## src/rtl/demux1to4_buf_pkg.sv

```systemverilog
// Shared constants and select encoding for the buffered 1-to-4 demultiplexer.
// The select encoding matches the one used by mux4to1.
package demux_pkg;

  localparam int CH_NUM     = 4;
  localparam int FIFO_DEPTH = 2;
  localparam logic [1:0] CNT_FULL = 2'd2;

  typedef enum logic [1:0] {
    SEL_A = 2'b00,
    SEL_B = 2'b01,
    SEL_C = 2'b10,
    SEL_D = 2'b11
  } sel_e;

  function automatic logic [CH_NUM-1:0] sel_onehot(input logic [1:0] sel);
    logic [CH_NUM-1:0] oh;
    oh = '0;
    case (sel)
      SEL_A:   oh = 4'b0001;
      SEL_B:   oh = 4'b0010;
      SEL_C:   oh = 4'b0100;
      SEL_D:   oh = 4'b1000;
      default: oh = '0;
    endcase
    return oh;
  endfunction

endpackage

```

## src/rtl/demux1to4_buf_if.sv

```systemverilog
// Producer-side stream plus four consumer-side channels of the demultiplexer.
interface demux1to4_buf_if
  import demux_pkg::*;
#(
  parameter int OPERAND_SIZE = 8
);
  logic [OPERAND_SIZE-1:0]        in_data;
  logic [1:0]                     in_sel;
  logic                           in_valid;
  logic                           in_ready;
  logic [CH_NUM*OPERAND_SIZE-1:0] out_data;
  logic [CH_NUM-1:0]              out_valid;
  logic [CH_NUM-1:0]              out_ready;

  modport master (
    output in_data, in_sel, in_valid, out_ready,
    input  in_ready, out_data, out_valid
  );

  modport slave (
    input  in_data, in_sel, in_valid, out_ready,
    output in_ready, out_data, out_valid
  );
endinterface

```

## src/rtl/demux1to4_buf_ch_fifo.sv

```systemverilog
// One 2-entry channel FIFO; occupancy count distinguishes full from empty
// since the 1-bit pointers alias.
module demux_ch_fifo
  import demux_pkg::*;
#(
  parameter int W = 8
) (
  input  logic         clk,
  input  logic         rst_n,
  input  logic         push,
  input  logic [W-1:0] push_data,
  input  logic         pop,
  output logic         full,
  output logic         empty,
  output logic [W-1:0] head
);

  logic [W-1:0] mem [FIFO_DEPTH];
  logic         wr_ptr;
  logic         rd_ptr;
  logic [1:0]   count;
  logic         push_ok;
  logic         pop_ok;

  assign full    = (count == CNT_FULL);
  assign empty   = (count == 2'd0);
  assign push_ok = push && !full;
  assign pop_ok  = pop && !empty;
  assign head    = mem[rd_ptr];

  always_ff @(posedge clk or negedge rst_n) begin
    if (!rst_n) begin
      mem[0] <= '0;
      mem[1] <= '0;
      wr_ptr <= 1'b0;
      rd_ptr <= 1'b0;
      count  <= 2'd0;
    end else begin
      if (push_ok) begin
        mem[wr_ptr] <= push_data;
        wr_ptr      <= ~wr_ptr;
      end
      if (pop_ok) rd_ptr <= ~rd_ptr;
      // Simultaneous push and pop leaves the occupancy unchanged.
      case ({push_ok, pop_ok})
        2'b10:   count <= count + 2'd1;
        2'b01:   count <= count - 2'd1;
        default: count <= count;
      endcase
    end
  end

endmodule

```

## src/rtl/demux1to4_buf.sv

```systemverilog
// Buffered 1-to-4 demultiplexer: steers each accepted word into one of four
// independent 2-entry FIFOs, so a stalled consumer blocks only its own channel.
module demux1to4_buf
  import demux_pkg::*;
#(
  parameter int OPERAND_SIZE = 8
) (
  input logic           clk,
  input logic           rst_n,
  demux1to4_buf_if.slave bus
);

  logic [CH_NUM-1:0] full;
  logic [CH_NUM-1:0] empty;
  logic [CH_NUM-1:0] push_vec;
  logic [CH_NUM-1:0] pop_vec;

  // in_ready follows in_sel even when in_valid is low.
  assign bus.in_ready  = rst_n && !full[bus.in_sel];
  assign push_vec      = (bus.in_valid && bus.in_ready) ? sel_onehot(bus.in_sel) : '0;
  assign pop_vec       = bus.out_ready & ~empty;
  assign bus.out_valid = ~empty;

  for (genvar k = 0; k < CH_NUM; k++) begin : g_ch
    demux_ch_fifo #(.W(OPERAND_SIZE)) u_fifo (
      .clk       (clk),
      .rst_n     (rst_n),
      .push      (push_vec[k]),
      .push_data (bus.in_data),
      .pop       (pop_vec[k]),
      .full      (full[k]),
      .empty     (empty[k]),
      .head      (bus.out_data[k*OPERAND_SIZE +: OPERAND_SIZE])
    );
  end

endmodule

```

## src/flat_wrapper.sv

```systemverilog
// flat-port wrapper written by rule: the top's interface ports become plain ports
module demux1to4_buf_flat import demux_pkg::*;
#(
  parameter int OPERAND_SIZE = 8
)
  (clk, rst_n, bus_in_data, bus_in_sel, bus_in_valid, bus_out_ready, bus_in_ready, bus_out_data, bus_out_valid);
  demux1to4_buf_if #(.OPERAND_SIZE(OPERAND_SIZE)) bus_i ();
  input logic clk;
  input logic rst_n;
  input wire logic [$bits(bus_i.in_data)-1:0] bus_in_data;
  input wire logic [$bits(bus_i.in_sel)-1:0] bus_in_sel;
  input wire logic [$bits(bus_i.in_valid)-1:0] bus_in_valid;
  input wire logic [$bits(bus_i.out_ready)-1:0] bus_out_ready;
  output wire logic [$bits(bus_i.in_ready)-1:0] bus_in_ready;
  output wire logic [$bits(bus_i.out_data)-1:0] bus_out_data;
  output wire logic [$bits(bus_i.out_valid)-1:0] bus_out_valid;
  assign bus_i.in_data = bus_in_data;
  assign bus_i.in_sel = bus_in_sel;
  assign bus_i.in_valid = bus_in_valid;
  assign bus_i.out_ready = bus_out_ready;
  assign bus_in_ready = bus_i.in_ready;
  assign bus_out_data = bus_i.out_data;
  assign bus_out_valid = bus_i.out_valid;
  demux1to4_buf #(.OPERAND_SIZE(OPERAND_SIZE)) u_core (.clk(clk), .rst_n(rst_n), .bus(bus_i));
endmodule
```

## config.mk

```make
export PLATFORM = sky130hd
export DESIGN_NAME = demux1to4_buf_flat
export DESIGN_NICKNAME = d
export VERILOG_FILES = /design/src/rtl/demux1to4_buf_pkg.sv /design/src/rtl/demux1to4_buf_if.sv /design/src/rtl/demux1to4_buf_ch_fifo.sv /design/src/rtl/demux1to4_buf.sv /design/src/flat_wrapper.sv
export SDC_FILE = /design/constraint.sdc
export NUM_CORES = 1
export LEC_CHECK = 0
export CAP_MARGIN = 20
export CORE_ASPECT_RATIO = 1.2
export CORE_MARGIN = 2
export CORE_UTILIZATION = 32
export DETAILED_ROUTE_END_ITERATION = 8
export PLACE_DENSITY = 0.49
export SKIP_LAST_GASP = 1
export SYNTH_ARGS = -nofsm -noshare
export SYNTH_HDL_FRONTEND = slang
export SYNTH_SLANG_ARGS = --single-unit
export TNS_END_PERCENT = 50
```

## constraint.sdc

```tcl
create_clock -name clk -period 2.3 [get_ports clk]
set_input_delay 0.46 -clock clk [delete_from_list [all_inputs] [get_ports clk]]
set_output_delay 0.46 -clock clk [all_outputs]
set_load 0.05 [all_outputs]
```

==> metrics.txt, run 1 <==
run status=complete, no violations; post-layout util=42.51%; CTS clk-pin slew, worst paths=60 ps; TritonRoute pass-1 iters=3; Fin Clk Skew=5.956 ps; Synth Register Bits=80; Final Cycle Share=96.57%; register area share after synthesis=54.04%; htree depth=3; pin count of the biggest net entering global routing=67; Final setup viols=0; R2R Path End=u_core.g_ch[3].u_fifo.count[1]; Max Freq=0.4502 GHz; Remaining DRCs=0; Avg WL per Cell=16.13 um; crit-path max FO=4; synthesized area=0.003705 sq mm; PortBufs=53; post-route setup TNS=0 ps; Tightest Hold Check Type=input port to async pin; CTS tree=yes; Final Critical Period=2221 ps; WS Path Type=flop to output pin; I/O Pins=54; syn_nets=267; global-route wire length before repair=12.78 mm; die width=102.2 um; slowest CP cell=clkdlybuf4s50_1; DP Wirelength=5.392 mm; syn_area_per_cell=15.06 sq um; synth warn=0; biggest cell delay along the critical path=710 ps; CTS Buffer Depth=2; vias in the first global route=2337; Num CTS Buffers=9; gr usage total=13.92%; Starting Density=32.48%; # hold bufs at CTS=0; Distinct cells, synth=27; GP Congestion=0.7449; die height=121.9 um; unrepaired setup endpoints after global routing=yes; CP top delay family=buffers and inverters; initial antenna violation count=0; Hold Violations, Final=0; Area Growth Syn to Fin=30.87%; Reg-to-Reg Start=u_core.g_ch[3].u_fifo.count[1]; grt ovf=0; Vias/cell=4.456; Arr. time, crit path=1760 ps; Syn Inst Count=246; Crit. path cell count=2; worst path bufs/invs=1; via count=2161; max-slew violations=0; Worst Reg2Reg Path Length in Cells=5; clock root buffer=clkbuf_16; # clock sinks=80; CP Cell Sequence=or2_2, clkdlybuf4s50_1; worst-margin pin slew=838.6 ps; fill cell count=1122; Die ar.=0.01246 sq mm; CP required=1840 ps; fin nets=344; Clock Latency Late Sink=330 ps; initial DRC count=85; R2R Setup Slk=500 ps; CP Launch Type=flop; Post-Route WL=7.822 mm; row count=43; headroom to the max-slew limit=44.09%; layout cells sized above 1=53.35%; Detail Route Antenna Nets=0; ant diodes=0; Core Region=0.01141 sq mm; Crit. End Element=output pin; Max Cap Viol=0
[flip-flops by register name, indices dropped and copies added (netlist names)]
name / flops
u_core.g_ch.u_fifo.mem: 64
u_core.g_ch.u_fifo.count: 8
u_core.g_ch.u_fifo.rd_ptr: 4
u_core.g_ch.u_fifo.wr_ptr: 4
[worst max-delay path by stage]
stage / start / to / slack [ps]
after floorplan: bus_in_sel[0] / bus_in_ready / 40
after global placement: bus_in_sel[1] / u_core.g_ch[3].u_fifo.count[1] / -40
after detailed placement: bus_in_sel[1] / u_core.g_ch[3].u_fifo.count[1] / -90
after CTS: bus_in_sel[1] / bus_in_ready / 6
after global routing: u_core.g_ch[0].u_fifo.count[0] / bus_in_ready / -2
final: u_core.g_ch[1].u_fifo.count[0] / bus_out_valid[1] / 80
[cells by family after synthesis]
kind of cell | after synthesis | share of synthesized area, %
xor gates and xnor gates | 20 | 4.728
DFF | 80 | 54.04
buffers and inverters | 8 | 1.114
AOI/OAI and AO/OA | 2 | 0.3714
muxes | 97 | 31.10
and+or+nand+nor | 35 | 7.295
adders and majority gates | 4 | 1.351
[repair_timing]
| item | 4_1_cts | 5_1_grt |
|---|---|---|
| setup buffers | 0 | 0 |
| gates resized for setup | 3 | 2 |
| gates cloned | 0 | 0 |
| setup endpoints to repair | 1 | 2 |
| hold endpoints to repair | 0 | 0 |
[synth_stat cells]
cell type,n,area share (%)
mux2_2,81,25
dfrtp_1,80,54
mux2_4,16,6.5
xnor2_1,12,2.8
xor2_1,8,1.9
clkbuf_1,5,0.51
nor2_1,5,0.51
and2_1,4,0.68
ha_1,4,1.4
or2_2,4,0.68
buf_4,3,0.61
nor2b_1,3,0.51
nor4b_4,3,1.9
nand3_1,2,0.27
nand4_1,2,0.34
or3_1,2,0.34
or4_1,2,0.41
a21oi_1,1,0.13
and3_1,1,0.17
nand2_1,1,0.10
nand2b_1,1,0.17
nand3_2,1,0.27
nand4bb_1,1,0.30
nor3_1,1,0.13
nor3_2,1,0.27
o311ai_0,1,0.24
or3b_2,1,0.24
[cell type report]
type / count / area (sq um) / share of cell area (%)
tap: 157 / 196.4 / 4.052
clock buffer: 13 / 250.2 / 5.161
multi-input combinational: 158 / 1662 / 34.27
timing repair buffer: 74 / 673.1 / 13.88
clock inverter: 3 / 65.06 / 1.342
sequential: 80 / 2002 / 41.29
[cell usage in the layout, fill, tap and decap left out, types with 2 or more instances in the layout]
cell type        instances
nor2b_1                  3
clkbuf_1                 3
mux2_2                  81
buf_12                   3
nand3_1                  2
xor2_1                   8
or2_2                    4
nand4_1                  2
nor4b_4                  3
clkdlybuf4s50_1         16
ha_1                     4
dlymetal6s2s_1           2
mux2_4                  16
or4_1                    2
dfrtp_1                 80
and2_1                   4
bufinv_16                2
clkbuf_16                9
xnor2_1                 12
buf_4                   50
or3_1                    2
nor2_1                   5
[layer usage]
| metal | wire, um | up-vias | track usage (%) |
|---|---|---|---|
| met5 | 0 | - | 0 |
| met4 | 131 | 0 | 5.250 |
| met3 | 223 | 12 | 2.983 |
| met2 | 3736 | 30 | 21.18 |
| met1 | 3730 | 1086 | 19.44 |
| li1 | - | 1033 | - |
[stage by stage]
stage,worst slack (ps),area (sq um),hold WS (ps),instances
3_3_place_gp,-39.35,4513,475.1,469
2_1_floorplan,41.16,3705,164.4,246
5_1_grt,-2.312,4848,137.3,485
3_5_place_dp,-86.04,4513,477.3,469
4_1_cts,6.128,4843,120.9,485
6_report,78.93,4848,121.9,485
Power of run 1 is left out: the tool's default activity adds up to more than one toggle a clock period on the data nets, which glitch-free logic cannot reach.
==> run 2, diff against run 1 <==
--- a/config.mk
+++ b/config.mk
@@ -12,6 +12,7 @@
 export DETAILED_ROUTE_END_ITERATION = 8
 export PLACE_DENSITY = 0.49
 export SKIP_LAST_GASP = 1
+export SLEW_MARGIN = 15
 export SYNTH_ARGS = -nofsm -noshare
 export SYNTH_HDL_FRONTEND = slang
 export SYNTH_SLANG_ARGS = --single-unit
==> results of run 2 <==
No change in the layout: final DEF, timing and power equal those of run 1.
Power of run 2 is left out for the same reason.
